==> src/rtl/button_encoder.sv <==
// Four push-buttons: 2-flop synchronizer, per-bit debounce, priority encode to a held 2-bit code with valid/ready.
// Build option: define BUTTON_ENCODER_DEBOUNCE_EN for the debounce counters; otherwise stable follows s2 directly.
module button_encoder #(
    parameter int unsigned DEBOUNCE_CYCLES = 1_000_000
) (
    input  logic       clk,
    input  logic       rst_n,
    input  logic [3:0] btn,
    input  logic       ready,
    output logic [1:0] code,
    output logic       valid,
    output logic       overrun,
    output logic [3:0] held
);

    if (DEBOUNCE_CYCLES < 2) begin : g_bad_param
        $error("button_encoder: DEBOUNCE_CYCLES must be >= 2");
    end

    logic [3:0] r_s1;
    logic [3:0] r_s2;
    logic [3:0] r_stable;
    logic [3:0] r_press;
    logic [3:0] w_stable_next;
    logic [1:0] r_code;
    logic       r_valid;
    logic       r_overrun;
    logic [1:0] w_enc;
    logic       w_any;

    // NOTE: sequential state uses non-blocking assignments so every flop samples pre-edge values.
    always_ff @(posedge clk or negedge rst_n) begin
        if (!rst_n) begin
            r_s1 <= '0;
            r_s2 <= '0;
        end else begin
            r_s1 <= btn;
            r_s2 <= r_s1;
        end
    end

`ifdef BUTTON_ENCODER_DEBOUNCE_EN
    localparam int CNT_W = $clog2(DEBOUNCE_CYCLES);
    localparam logic [CNT_W-1:0] CNT_MAX = CNT_W'(DEBOUNCE_CYCLES - 1);

    logic [CNT_W-1:0] r_cnt      [4];
    logic [CNT_W-1:0] w_cnt_next [4];

    // NOTE: every combinational output gets a default first so no path can infer a latch.
    always_comb begin
        for (int i = 0; i < 4; i++) begin
            w_stable_next[i] = r_stable[i];
            w_cnt_next[i]    = '0;
            if (r_s2[i] != r_stable[i]) begin
                if (r_cnt[i] == CNT_MAX) begin
                    w_stable_next[i] = r_s2[i];
                end else begin
                    w_cnt_next[i] = r_cnt[i] + CNT_W'(1);
                end
            end
        end
    end

    // NOTE: the counters are four small flop banks, not RAM, so they take the async reset like any other state.
    always_ff @(posedge clk or negedge rst_n) begin
        if (!rst_n) begin
            for (int i = 0; i < 4; i++) r_cnt[i] <= '0;
        end else begin
            for (int i = 0; i < 4; i++) r_cnt[i] <= w_cnt_next[i];
        end
    end
`else
    assign w_stable_next = r_s2;
`endif

    // Press pulses are registered alongside stable, so the event register sees them one edge later.
    always_ff @(posedge clk or negedge rst_n) begin
        if (!rst_n) begin
            r_stable <= '0;
            r_press  <= '0;
        end else begin
            r_stable <= w_stable_next;
            r_press  <= w_stable_next & ~r_stable;
        end
    end

    always_comb begin
        w_any = |r_press;
        w_enc = 2'b00;
        if (r_press[3])      w_enc = 2'b11;
        else if (r_press[2]) w_enc = 2'b10;
        else if (r_press[1]) w_enc = 2'b01;
    end

    // Lower-priority simultaneous presses vanish here; only a press arriving while blocked counts as overrun.
    always_ff @(posedge clk or negedge rst_n) begin
        if (!rst_n) begin
            r_code    <= 2'b00;
            r_valid   <= 1'b0;
            r_overrun <= 1'b0;
        end else if (!r_valid) begin
            if (w_any) begin
                r_code  <= w_enc;
                r_valid <= 1'b1;
            end
        end else if (ready) begin
            r_overrun <= 1'b0;
            if (w_any) r_code  <= w_enc;
            else       r_valid <= 1'b0;
        end else if (w_any) begin
            r_overrun <= 1'b1;
        end
    end

    assign code    = r_code;
    assign valid   = r_valid;
    assign overrun = r_overrun;
    assign held    = r_stable;

endmodule

==> config.mk <==
export PLATFORM = sky130hd
export DESIGN_NAME = button_encoder
export DESIGN_NICKNAME = d
export VERILOG_FILES = /design/src/rtl/button_encoder.sv
export SDC_FILE = /design/constraint.sdc
export NUM_CORES = 1
export LEC_CHECK = 0
export ABC_AREA = 1
export BUFFER_PORTS_ARGS = -buffer_cell sky130_fd_sc_hd__buf_2
export CORE_MARGIN = 10
export CORE_UTILIZATION = 25
export DETAILED_ROUTE_END_ITERATION = 8
export HOLD_SLACK_MARGIN = 0.08
export SLEW_MARGIN = 5
export SYNTH_ARGS = -nofsm -noshare
export SYNTH_HDL_FRONTEND = slang
export SYNTH_SLANG_ARGS = --single-unit
==> constraint.sdc <==
create_clock -name clk -period 1.1 [get_ports clk]
set_input_delay 0.055 -clock clk [delete_from_list [all_inputs] [get_ports clk]]
set_output_delay 0.055 -clock clk [all_outputs]
set_load 0.005 [all_outputs]
=== Yosys cells after proc, flatten, opt, wreduce, memory -nomap -nowiden ===
Cells that the tools add are included.

* Bits in registers: 20
* Input port bits: 7
* Output and inout bits: 8
* Word-level logic and storage cells: 24

* Equal/unequal tests: 1
* Mux-type cells: 11
* Bitwise operators: 2
* Reductions and logical operators: 3

{| class="wikitable"
|+ Operator list
! cell !! number
|-
| $mux W2 || 5
|-
| $mux W1 || 6
|-
| $and A4 B4 Y4 || 1
|-
| $not A4 Y4 || 1
|-
| $reduce_or A4 Y1 || 1
|-
| $ne A2 B2 Y1 const B || 1
|-
| $reduce_and A2 Y1 || 1
|-
| $reduce_bool A2 Y1 || 1
|}

=== Logic depth before layout (Yosys ltp) ===
Gate-level depths: netlist (run 1).

* Word-level depth: 6
* Mapped depth: 5
* Mapped depth without buffers: 5

=== Least setup slack after synthesis (run 1) ===
OpenSTA, ideal clock, no wires.

* Path kind: reg-to-reg
* From: reg r_press[2]
* To: reg r_code[0], in the netlist code[0]
* Library setup time: 0.118 ns
* Arrival: 0.690 ns
* Data required time: 0.982 ns
* Slack: 0.293 ns
* Stages on the path, launching flop included: 5
* Buffers on the path: 0
* Clock period less this slack: 0.807 ns
* Cells stage by stage: dfrtp_1 nor2_2 nand2_2 nand3_1 nand2_1

* Cells in the longest elaborated chain, start to end: 5
* Elaborated cells between the ends (all ways): 6
* Those cells by class: mux: 5; reduce/logical: 1

{| class="wikitable"
|+ RTL lines
! what !! line !! source
|-
| start: declaration || 23 || <nowiki>logic [3:0] r_press;</nowiki>
|-
| start signal: assignment || 83 || <nowiki>r_press <= w_stable_next & ~r_stable;</nowiki>
|-
| $mux W2 || 91 || <nowiki>else if (r_press[2]) w_enc = 2'b10;</nowiki>
|-
| $mux W2 || 90 || <nowiki>if (r_press[3]) w_enc = 2'b11;</nowiki>
|-
| $mux W2 (*) || 102, 108 ||
|-
| $mux W2 || 106 || <nowiki>end else if (ready) begin</nowiki>
|-
| $mux W2 (*) || 101 || <nowiki>end else if (!r_valid) begin</nowiki>
|-
| end signal: assignment || 103 || <nowiki>r_code <= w_enc;</nowiki>
|-
| end signal: assignment || 108 || <nowiki>if (w_any) r_code <= w_enc;</nowiki>
|-
| end: declaration || 25 || <nowiki>logic [1:0] r_code;</nowiki>
|}

Every way passes the cells marked *; elsewhere a longest branch is shown, timed or not. The select of a mux whose other input is x is not followed.
A chain may end at the register's enable or synchronous reset.

=== Final worst setup path (run 1) ===
* From: reg r_valid, in the netlist valid
* To: out valid

{| class="wikitable"
|+ RTL lines
! what !! line !! source
|-
| start: declaration || 26 || <nowiki>logic r_valid;</nowiki>
|-
| start signal: assignment || 99 || <nowiki>r_valid <= 1'b0;</nowiki>
|-
| start signal: assignment || 104 || <nowiki>r_valid <= 1'b1;</nowiki>
|-
| start signal: assignment || 109 || <nowiki>else r_valid <= 1'b0;</nowiki>
|-
| end: declaration || 11 || <nowiki>output logic valid,</nowiki>
|}

No word-level cell between the ends.

==> results.ini, run 1 <==
[cells_and_area]
drive_above_1_share_pct = 30.6
final_cell_mix = dfrtp_1 (20), buf_2 (14), inv_1 (8)
layout_commonest_cell = dfrtp_1
fin_nets = 80
post-route-util_pct = 34.7
area_delta_synth_final_pct = 35.3
diodes = 0

[floorplan]
die_h_microns = 70.0
die-width_microns = 70.0
die_area_sq_um = 4900
rows = 18
ios = 15
initial_core_util_pct = 25.7
core_area_sq_um = 2430

[outcome]
status = completed

[place]
io_buffers = 14
hpwl_microns = 776
gp_congestion = 0.704

[timing]
worst_clock_skew_ns = 0.00175
fin_crit_ns = 0.912
timing.final.hold_violations = 0
worst_pin_slew_ns = 0.433
rsz0062_at_grt = false
slew_viol_final = 0
final.setup.tns_ns = 0
setup_viol = 0
slew-limit-headroom_pct = 71.1
fin_crit_sh_pct = 82.9
max_freq_mhz = 1100

[worst_setup_path]
critPathRequiredTime_ns = 1.04
r2r-start = r_press[2]
crit_fanout = 4
criticalPathCategory = reg -> out
cp-start-kind = flop
path_buf_inv = 1
crit_path_cell_trace = buf_2
slowest_stage = dfrtp_1
endpoint_kind = output pin
crit_family = flip-flops
critPathMaxStageDelay_ns = 0.42
startpoint = valid
critPathArrivalTime_ns = 0.86

[synth]
yosysSeqAreaShare_pct = 80.2
synth.distinct_cells = 10
syn-num-nets = 55
syn_area_per_cell_sq_um = 13.0
yosysWarnings = 0
ys_ff_latch = 20
synthesis.area_sq_um = 624
netlist_instances = 48

[clock_tree]
cts_sinks = 20
cts_resized = 0
numCtsBuffers = 3
cts-root-buf = clkbuf_4
clock_latency_ns = 0.30
clk_transition_reported_paths_ns = 0.11
cts_tree = yes
post_cts_buffers = 0
htree_levels = 1
cts_max_path_buffers = 2

[route]
vias = 384
routed_wl_mm = 1.06
drt_pass1_iterations = 4
drt-initial-drc-count = 24
viasPerCell = 3.76
routedWlPerCell_microns = 10.4
drc = 0
ant_nets = 0

[min_path]
hold_path_class = in -> async

[global_route]
grt_pass1_wl_mm = 1.78
first_global_vias = 424
grt_usage_pct = 4.55
antenna_found_initial = 0
overflow = 0
grt_max_degree = 21

[power]
p_per_area_nw_per_um2 = 1800
p_leak_nw = 0.437
vdd_drop_max_uv = 1140

[job]
max_cap_violations = 0

==> cell type report <==
cell class	count	area, sq um
timing repair buffer	20	130
clock inverter	1	30.0
inverter	8	30.0
tap	30	37.5
multi-input combinational	20	93.8
sequential	20	500
fill	266	1590
clock buffer	3	22.5
==> sequential cells by signal (all words and copies together) (netlist names) <==
register	flops
valid	1
held	4
code	2
r_s2	4
overrun	1
r_s1	4
r_press	4
==> synth_stat cells <==
master	n	area, sq um
nor2_2	2	12.5
nand3_1	2	10.0
nand2_2	2	12.5
a21oi_1	1	5.00
inv_1	8	30.0
o21ai_0	1	5.00
nand2_1	7	26.3
o21bai_1	1	7.51
dfrtp_1	20	500
nor2_1	4	15.0
==> worst paths after layout <==
check                                to  slack, ns  cells after the start
worst max-delay path              valid       0.19                      1
worst min-delay path              valid       0.22                      2
worst max register to register  code[0]       0.20                      4
worst min register to register  r_s2[2]       0.36                      0
max in group asynchronous       r_s1[2]       0.57                      2
min in group clk                r_s2[2]       0.36                      0
==> report_power, final <==
part	switching, mW	total (mW)	internal, mW
Sequential	0.0247	0.809	0.784
Clock	0.216	0.584	0.368
Combinational	0.0634	0.123	0.0600
Total	0.304	1.52	1.21
==> cell families (layout without fill, tap and decap cells) <==
logic type	after synthesis	after routing	share of synthesized area [%]
compound gates	3	3	2.80
simple gates	17	17	12.2
flops	20	20	80.2
buf+inv	8	32	4.81
==> routing by layer <==
metal	GRT usage, %	wire (microns)
met1	3.34	314
met2	8.26	595
met3	4.52	148
met4	0.658	0
met5	0	0
==> stage by stage <==
step,area [sq um],setup WS [ns],instances,hold slack [ns],total power [mW]
after detailed placement,732,0.226,92,0.0237,0.936
final,845,0.188,102,0.224,1.52
after global placement,732,0.262,92,0.00330,0.927
after CTS,845,0.172,102,0.219,1.55
after floorplan,624,0.293,48,-0.241,0.868
after global routing,845,0.144,102,0.232,1.62
==> timing repair <==
| action | 4_1_cts | 5_1_grt |
|---|---|---|
| setup endpoints to repair | 0 | 0 |
| hold buffers | 6 | 0 |
| endpoints found under the hold margin | 25 | 0 |
(Power assumes the default switching activity.)
==> inputs of run 2 (changes only) <==
==> constraint.sdc (replaced) <==
create_clock -name clk -period 0.85 [get_ports clk]
set_input_delay 0.0425 -clock clk [delete_from_list [all_inputs] [get_ports clk]]
set_output_delay 0.0425 -clock clk [all_outputs]
set_load 0.005 [all_outputs]
==> run 2 against run 1 <==
- final area grew 4.9%
- the run now ends with negative setup slack left
- largest cell class unchanged
- critical endpoint is now code[0]
- clock power grew 29%
- register-to-register slack lost 0.25 ns
==> results.ini, run 2 (same netlist as run 1, synthesis figures left out) <==
[outcome]
status = finished with violations  ; was completed
failed_checks = negative setup slack

[global_route]
overflow = 0  ; unchanged
met3_usage_pct = 4.52  ; unchanged
top_usage_layer = met2  ; unchanged
grt_max_degree = 21  ; unchanged
grt_usage_pct = 4.66  ; was 4.55%
grt_pass1_wl_mm = 1.83  ; was 1.78 mm
use_met2_pct = 8.56  ; was 8.26%
use_met1_pct = 3.43  ; was 3.34%
first_global_vias = 436  ; was 424
antenna_found_initial = 0  ; unchanged

[cells_and_area]
fin_nets = 84  ; was 80
stdcell_area_sq_um = 886  ; was 845 sq um
finalNonFillerCells = 106  ; was 102
final_cell_mix = dfrtp_1 (20), buf_2 (14), inv_1 (8)  ; unchanged
diodes = 0  ; unchanged
post-route-util_pct = 36.4  ; was 34.7%
layout_commonest_cell = dfrtp_1  ; unchanged
drive_above_1_share_pct = 38.2  ; was 30.6%
area_delta_synth_final_pct = 41.9  ; was 35.3%

[timing]
worst_clock_skew_ns = 0.000765  ; was 0.00175 ns
rsz0062_at_grt = true  ; was false
slew_viol_final = 0  ; unchanged
final.setup.tns_ns = -0.210  ; was 0 ns
max_freq_mhz = 1110
timing.final.hold_violations = 0  ; unchanged
setup_viol = 11  ; was 0
fin_crit_sh_pct = 106
fin_crit_ns = 0.904
worst_pin_slew_ns = 0.432  ; was 0.433 ns
hold-worst-slack_ns = 0.203  ; was 0.224 ns
slew-limit-headroom_pct = 71.2  ; was 71.1%
layout_setup_ws_ns = -0.0542  ; was 0.188 ns

[worst_setup_path]
endpoint_kind = flop  ; was output pin
critPathArrivalTime_ns = 1.10  ; was 0.86 ns
crit_path_cell_trace = nor2_2 > nand2_2 > nand3_1 > nand2_1  ; was buf_2
criticalPathCategory = reg -> reg  ; was reg -> out
crit_fanout = 3  ; was 4
critPathRequiredTime_ns = 1.04  ; about the same
critPathMaxStageDelay_ns = 0.41  ; was 0.42 ns
slowest_stage = dfrtp_1  ; unchanged
cp-start-kind = flop  ; unchanged

[power]
vdd_drop_max_uv = 1470  ; was 1140 uV
p_leak_nw = 0.458  ; was 0.437 nW
fin_total_pwr_mw = 2.01  ; was 1.52 mW
p_per_area_nw_per_um2 = 2270  ; was 1800 nW/um^2

[route]
routed_wl_mm = 1.13  ; was 1.06 mm
ant_nets = 0  ; unchanged
vias = 398  ; was 384
drt-initial-drc-count = 25  ; was 24
routedWlPerCell_microns = 10.7  ; was 10.4 microns
viasPerCell = 3.75  ; was 3.76
drc = 0  ; unchanged
drt_pass1_iterations = 3  ; was 4

[floorplan]
core_area_sq_um = 2430  ; unchanged
rows = 18  ; unchanged
die-width_microns = 70.0  ; unchanged
ios = 15  ; unchanged
die_area_sq_um = 4900  ; unchanged
initial_core_util_pct = 25.7  ; unchanged
die_h_microns = 70.0  ; unchanged

[min_path]
hold_path_class = in -> async  ; unchanged

[clock_tree]
cts_sinks = 20  ; unchanged
cts_max_path_buffers = 2  ; unchanged
cts-root-buf = clkbuf_4  ; unchanged
clk_transition_reported_paths_ns = 0.11  ; about the same
clock_latency_ns = 0.30  ; about the same
numCtsBuffers = 3  ; unchanged
htree_levels = 1  ; unchanged
cts_tree = yes  ; unchanged

[place]
pre_cts_ws_ns = -0.0241  ; was 0.226 ns
hpwl_microns = 776  ; unchanged
io_buffers = 14  ; unchanged
dpl_cell_area_sq_um = 732  ; unchanged
gp_congestion = 0.704  ; unchanged
dp_cells = 92  ; unchanged

[job]
max_cap_violations = 0  ; unchanged

run 2: report_power, final:
group	internal (mW)	switching (mW)
Clock	0.477	0.278
Combinational	0.107	0.0992
Sequential	1.02	0.0310
run 2: path summary, 6_finish.rpt:
check                      cells past startpoint  slack (ns)      end        from
hold reg to reg                                0        0.36  r_s2[2]     r_s1[2]
setup / recovery                               4       -0.05  code[0]  r_press[3]
hold / removal                                 2        0.20  overrun       rst_n
setup reg to reg                               4       -0.05  code[0]  r_press[3]
max in group asynchronous                      2        0.35  r_s2[2]       rst_n
min in group clk                               0        0.36  r_s2[2]     r_s1[2]
run 2: critical path, delay by kind of cell (launching register included):
family	cells	cell delay, ns
simple gates	4	0.39
flops	1	0.41
run 2: per-layer routing:
metal  part of all wire, %  wire [microns]
met2                    55             625
met1                    32             359
met4                     0               0
met5                     0               0
met3                    13             148
run 2: cell type report:
type                       count  area (sq um)
inverter                       8          30.0
tap                           30          37.5
clock buffer                   3          22.5
multi-input combinational     20           105
clock inverter                 1          30.0
fill                         266          1550
timing repair buffer          24           160
sequential                    20           500
run 2: what timing repair did:
item / 4_1_cts / 5_1_grt
hold endpoints to repair: 25 / 0
endpoints found under the setup margin: 11 / 12
pin swaps: 2 / 0
hold buffers: 6 / 0
buffers inserted: 3 / 1
resized for setup: 1 / 2
==> inputs of run 3 (changes only) <==
--- a/config.mk
+++ b/config.mk
@@ -6,12 +6,13 @@
 export NUM_CORES = 1
 export LEC_CHECK = 0
 export ABC_AREA = 1
-export BUFFER_PORTS_ARGS = -buffer_cell sky130_fd_sc_hd__buf_2
 export CORE_MARGIN = 10
 export CORE_UTILIZATION = 25
 export DETAILED_ROUTE_END_ITERATION = 8
+export DONT_BUFFER_PORTS = 1
 export HOLD_SLACK_MARGIN = 0.08
 export SLEW_MARGIN = 5
 export SYNTH_ARGS = -nofsm -noshare
 export SYNTH_HDL_FRONTEND = slang
 export SYNTH_SLANG_ARGS = --single-unit
+export TNS_END_PERCENT = 1
==> constraint.sdc (replaced) <==
create_clock -name clk -period 0.9 [get_ports clk]
set_input_delay 0.045 -clock clk [delete_from_list [all_inputs] [get_ports clk]]
set_output_delay 0.045 -clock clk [all_outputs]
set_load 0.005 [all_outputs]
==> run 3 against run 2 <==
- the flow finishes with violations (negative hold slack)
- setup slack gained 0.084 ns
- fmax grew 3.9%
- clock power shrank 5.8%
- critical path depth is the same
- critical path type unchanged
==> results.ini, run 3 (same netlist as run 1, synthesis figures left out) <==
[outcome]
status = finished with violations  ; unchanged
failed_checks = negative hold slack  ; was negative setup slack

[global_route]
first_global_vias = 348  ; was 436
grt_pass1_wl_mm = 1.65  ; was 1.83 mm
grt_max_degree = 21  ; unchanged
overflow = 0  ; unchanged
antenna_found_initial = 0  ; unchanged
grt_usage_pct = 4.20  ; was 4.66%

[clock_tree]
numCtsBuffers = 3  ; unchanged
clk_transition_reported_paths_ns = 0.10  ; was 0.11 ns
cts_sinks = 20  ; unchanged
htree_levels = 1  ; unchanged
cts_max_path_buffers = 2  ; unchanged
cts_tree = yes  ; unchanged
cts-root-buf = clkbuf_4  ; unchanged
clock_latency_ns = 0.29  ; was 0.30 ns
ctsHoldBuffers = 6  ; unchanged

[power]
swShare_pct = 19.7  ; was 20.3%
clkPwrFrac_pct = 39.2  ; was 37.6%
p_comb_share_pct = 5.4  ; was 10.3%
seqPwrFrac_pct = 55.4  ; was 52.1%
p_per_area_nw_per_um2 = 2330  ; was 2270 nW/um^2
vdd_drop_max_uv = 1240  ; was 1470 uV
fin_total_pwr_mw = 1.81  ; was 2.01 mW
p_switching_mw = 0.357  ; was 0.408 mW
internal_power_mw = 1.45  ; was 1.60 mW
p_leak_nw = 0.391  ; was 0.458 nW

[timing]
slew-limit-headroom_pct = 43.0  ; was 71.2%
setup_viol = 0  ; was 11
timing.final.hold_violations = 20  ; was 0
layout_setup_ws_ns = 0.0294  ; was -0.0542 ns
hold-worst-slack_ns = -0.0807  ; was 0.203 ns
fin_crit_ns = 0.871  ; was 0.904 ns
fin_crit_sh_pct = 96.7  ; was 106%
final.setup.tns_ns = 0  ; was -0.210 ns
worst_pin_slew_ns = 0.856  ; was 0.432 ns
max_freq_mhz = 1150  ; was 1110 MHz
slew_viol_final = 0  ; unchanged
rsz0062_at_grt = true  ; unchanged
worst_clock_skew_ns = 0.00176  ; was 0.000765 ns

[worst_setup_path]
criticalPathCategory = reg -> reg  ; unchanged
worstRegToRegCells = 4  ; unchanged
crit_fanout = 4  ; was 3
r2r-start = valid  ; was r_press[3]
slowest_stage = dfrtp_1  ; unchanged
crit_top_cell = nand2_1
r2r_slack_ns = 0.03  ; was -0.05 ns
cp-start-kind = flop  ; unchanged
worstReg2RegEnd = code[0]  ; unchanged
critPathArrivalTime_ns = 1.07  ; was 1.10 ns
critPathMaxStageDelay_ns = 0.44  ; was 0.41 ns
endpoint_kind = flop  ; unchanged
crit_path_cell_trace = nand2_1 > nand2_2 > nand2_1 > nand2_1  ; was nor2_2 > nand2_2 > nand3_1 > nand2_1
critPathRequiredTime_ns = 1.09  ; was 1.04 ns

[min_path]
hold_path_class = in -> async  ; unchanged

[cells_and_area]
layout_commonest_cell = dfrtp_1  ; unchanged
drive_above_1_share_pct = 13.8  ; was 38.2%
final_cell_mix = dfrtp_1 (20), inv_1 (8), nand2_1 (7)  ; was dfrtp_1 (20), buf_2 (14), inv_1 (8)
fin_nets = 66  ; was 84
post-route-util_pct = 31.9  ; was 36.4%
area_delta_synth_final_pct = 24.4  ; was 41.9%
diodes = 0  ; unchanged

[route]
viasPerCell = 3.89  ; was 3.75
ant_nets = 0  ; unchanged
vias = 342  ; was 398
routed_wl_microns = 969  ; was 1.13 mm
drt-initial-drc-count = 7  ; was 25
routedWlPerCell_microns = 11.0  ; was 10.7 microns
drc = 0  ; unchanged
drt_pass1_iterations = 3  ; unchanged

[floorplan]
die_area_sq_um = 4900  ; unchanged
ios = 15  ; unchanged
initial_core_util_pct = 25.7  ; unchanged
die-width_microns = 70.0  ; unchanged
die_h_microns = 70.0  ; unchanged
core_area_sq_um = 2430  ; unchanged
rows = 18  ; unchanged

[job]
max_cap_violations = 0  ; unchanged

[place]
pre_cts_ws_ns = 0.0318  ; was -0.0241 ns
gp_congestion = 0.712  ; was 0.704
io_buffers = 0  ; was 14

==> run 3: changes by cell type in the layout (fill, tap and decap cells not counted) <==
cell,previous run,this run
a21oi_1,0,1
buf_4,4,0
nand3_2,1,0
nand3_1,1,2
buf_2,14,0
nand2_1,6,7
nand2_2,3,2
dlygate4sd3_1,6,5
a21oi_2,1,0
dlymetal6s4s_1,0,1
==> run 3: layout make-up <==
type | instances | area [sq um]
fill | 250 | 1660
sequential | 20 | 500
multi-input combinational | 20 | 93.8
timing repair buffer | 6 | 62.6
tap | 30 | 37.5
clock inverter | 1 | 30.0
inverter | 8 | 30.0
clock buffer | 3 | 22.5
==> run 3: through the flow <==
step | instance area (sq um) | cells | hold slack [ns]
2_1_floorplan | 624 | 48 | -0.251
3_3_place_gp | 662 | 78 | -0.250
3_5_place_dp | 662 | 78 | -0.250
4_1_cts | 774 | 88 | 0.280
5_1_grt | 777 | 88 | -0.0241
6_report | 777 | 88 | -0.0807
==> run 3: worst max-delay path, delay by kind of cell, from the launching register on <==
kind / cells / cell delay [ns]
flip-flops: 1 / 0.44
AND/OR/NAND/NOR: 4 / 0.33
==> run 3: layer usage <==
layer / part of all wire, % / GRT usage [%] / vias to the layer above / routed length, microns
met4: 0 / 0 / 0 / 0
met1: 38 / 4.15 / 165 / 366
met3: 13 / 4.38 / 0 / 129
met2: 49 / 6.45 / 14 / 473
met5: 0 / 0 / - / 0
li1: - / - / 163 / -
==> run 3: repair_timing <==
action                     4_1_cts  5_1_grt
setup endpoints to repair        0       23
gates resized for setup          0        1
hold endpoints to repair        28       20
buffers inserted                 0        0
==> run 3: worst max path at each step <==
stage	from	end	slack (ns)	depth (start not counted)
6_report	valid	code[0]	0.03	4
5_1_grt	r_press[3]	overrun	-0.04	4
4_1_cts	rst_n	r_press[0]	0.006	1
3_5_place_dp	r_press[2]	code[0]	0.03	4
3_3_place_gp	r_press[2]	code[0]	0.06	4
2_1_floorplan	r_press[2]	code[0]	0.09	4
==> run 3: power groups by stage <==
stage               Combinational (mW)  Sequential, mW  Clock (mW)
global route                     0.113            1.01       0.779
finish                          0.0978            1.00       0.710
CTS                             0.0987            1.01       0.738
floorplan                       0.0529            1.01           0
detailed placement              0.0610            1.02           0
global placement                0.0577            1.02           0
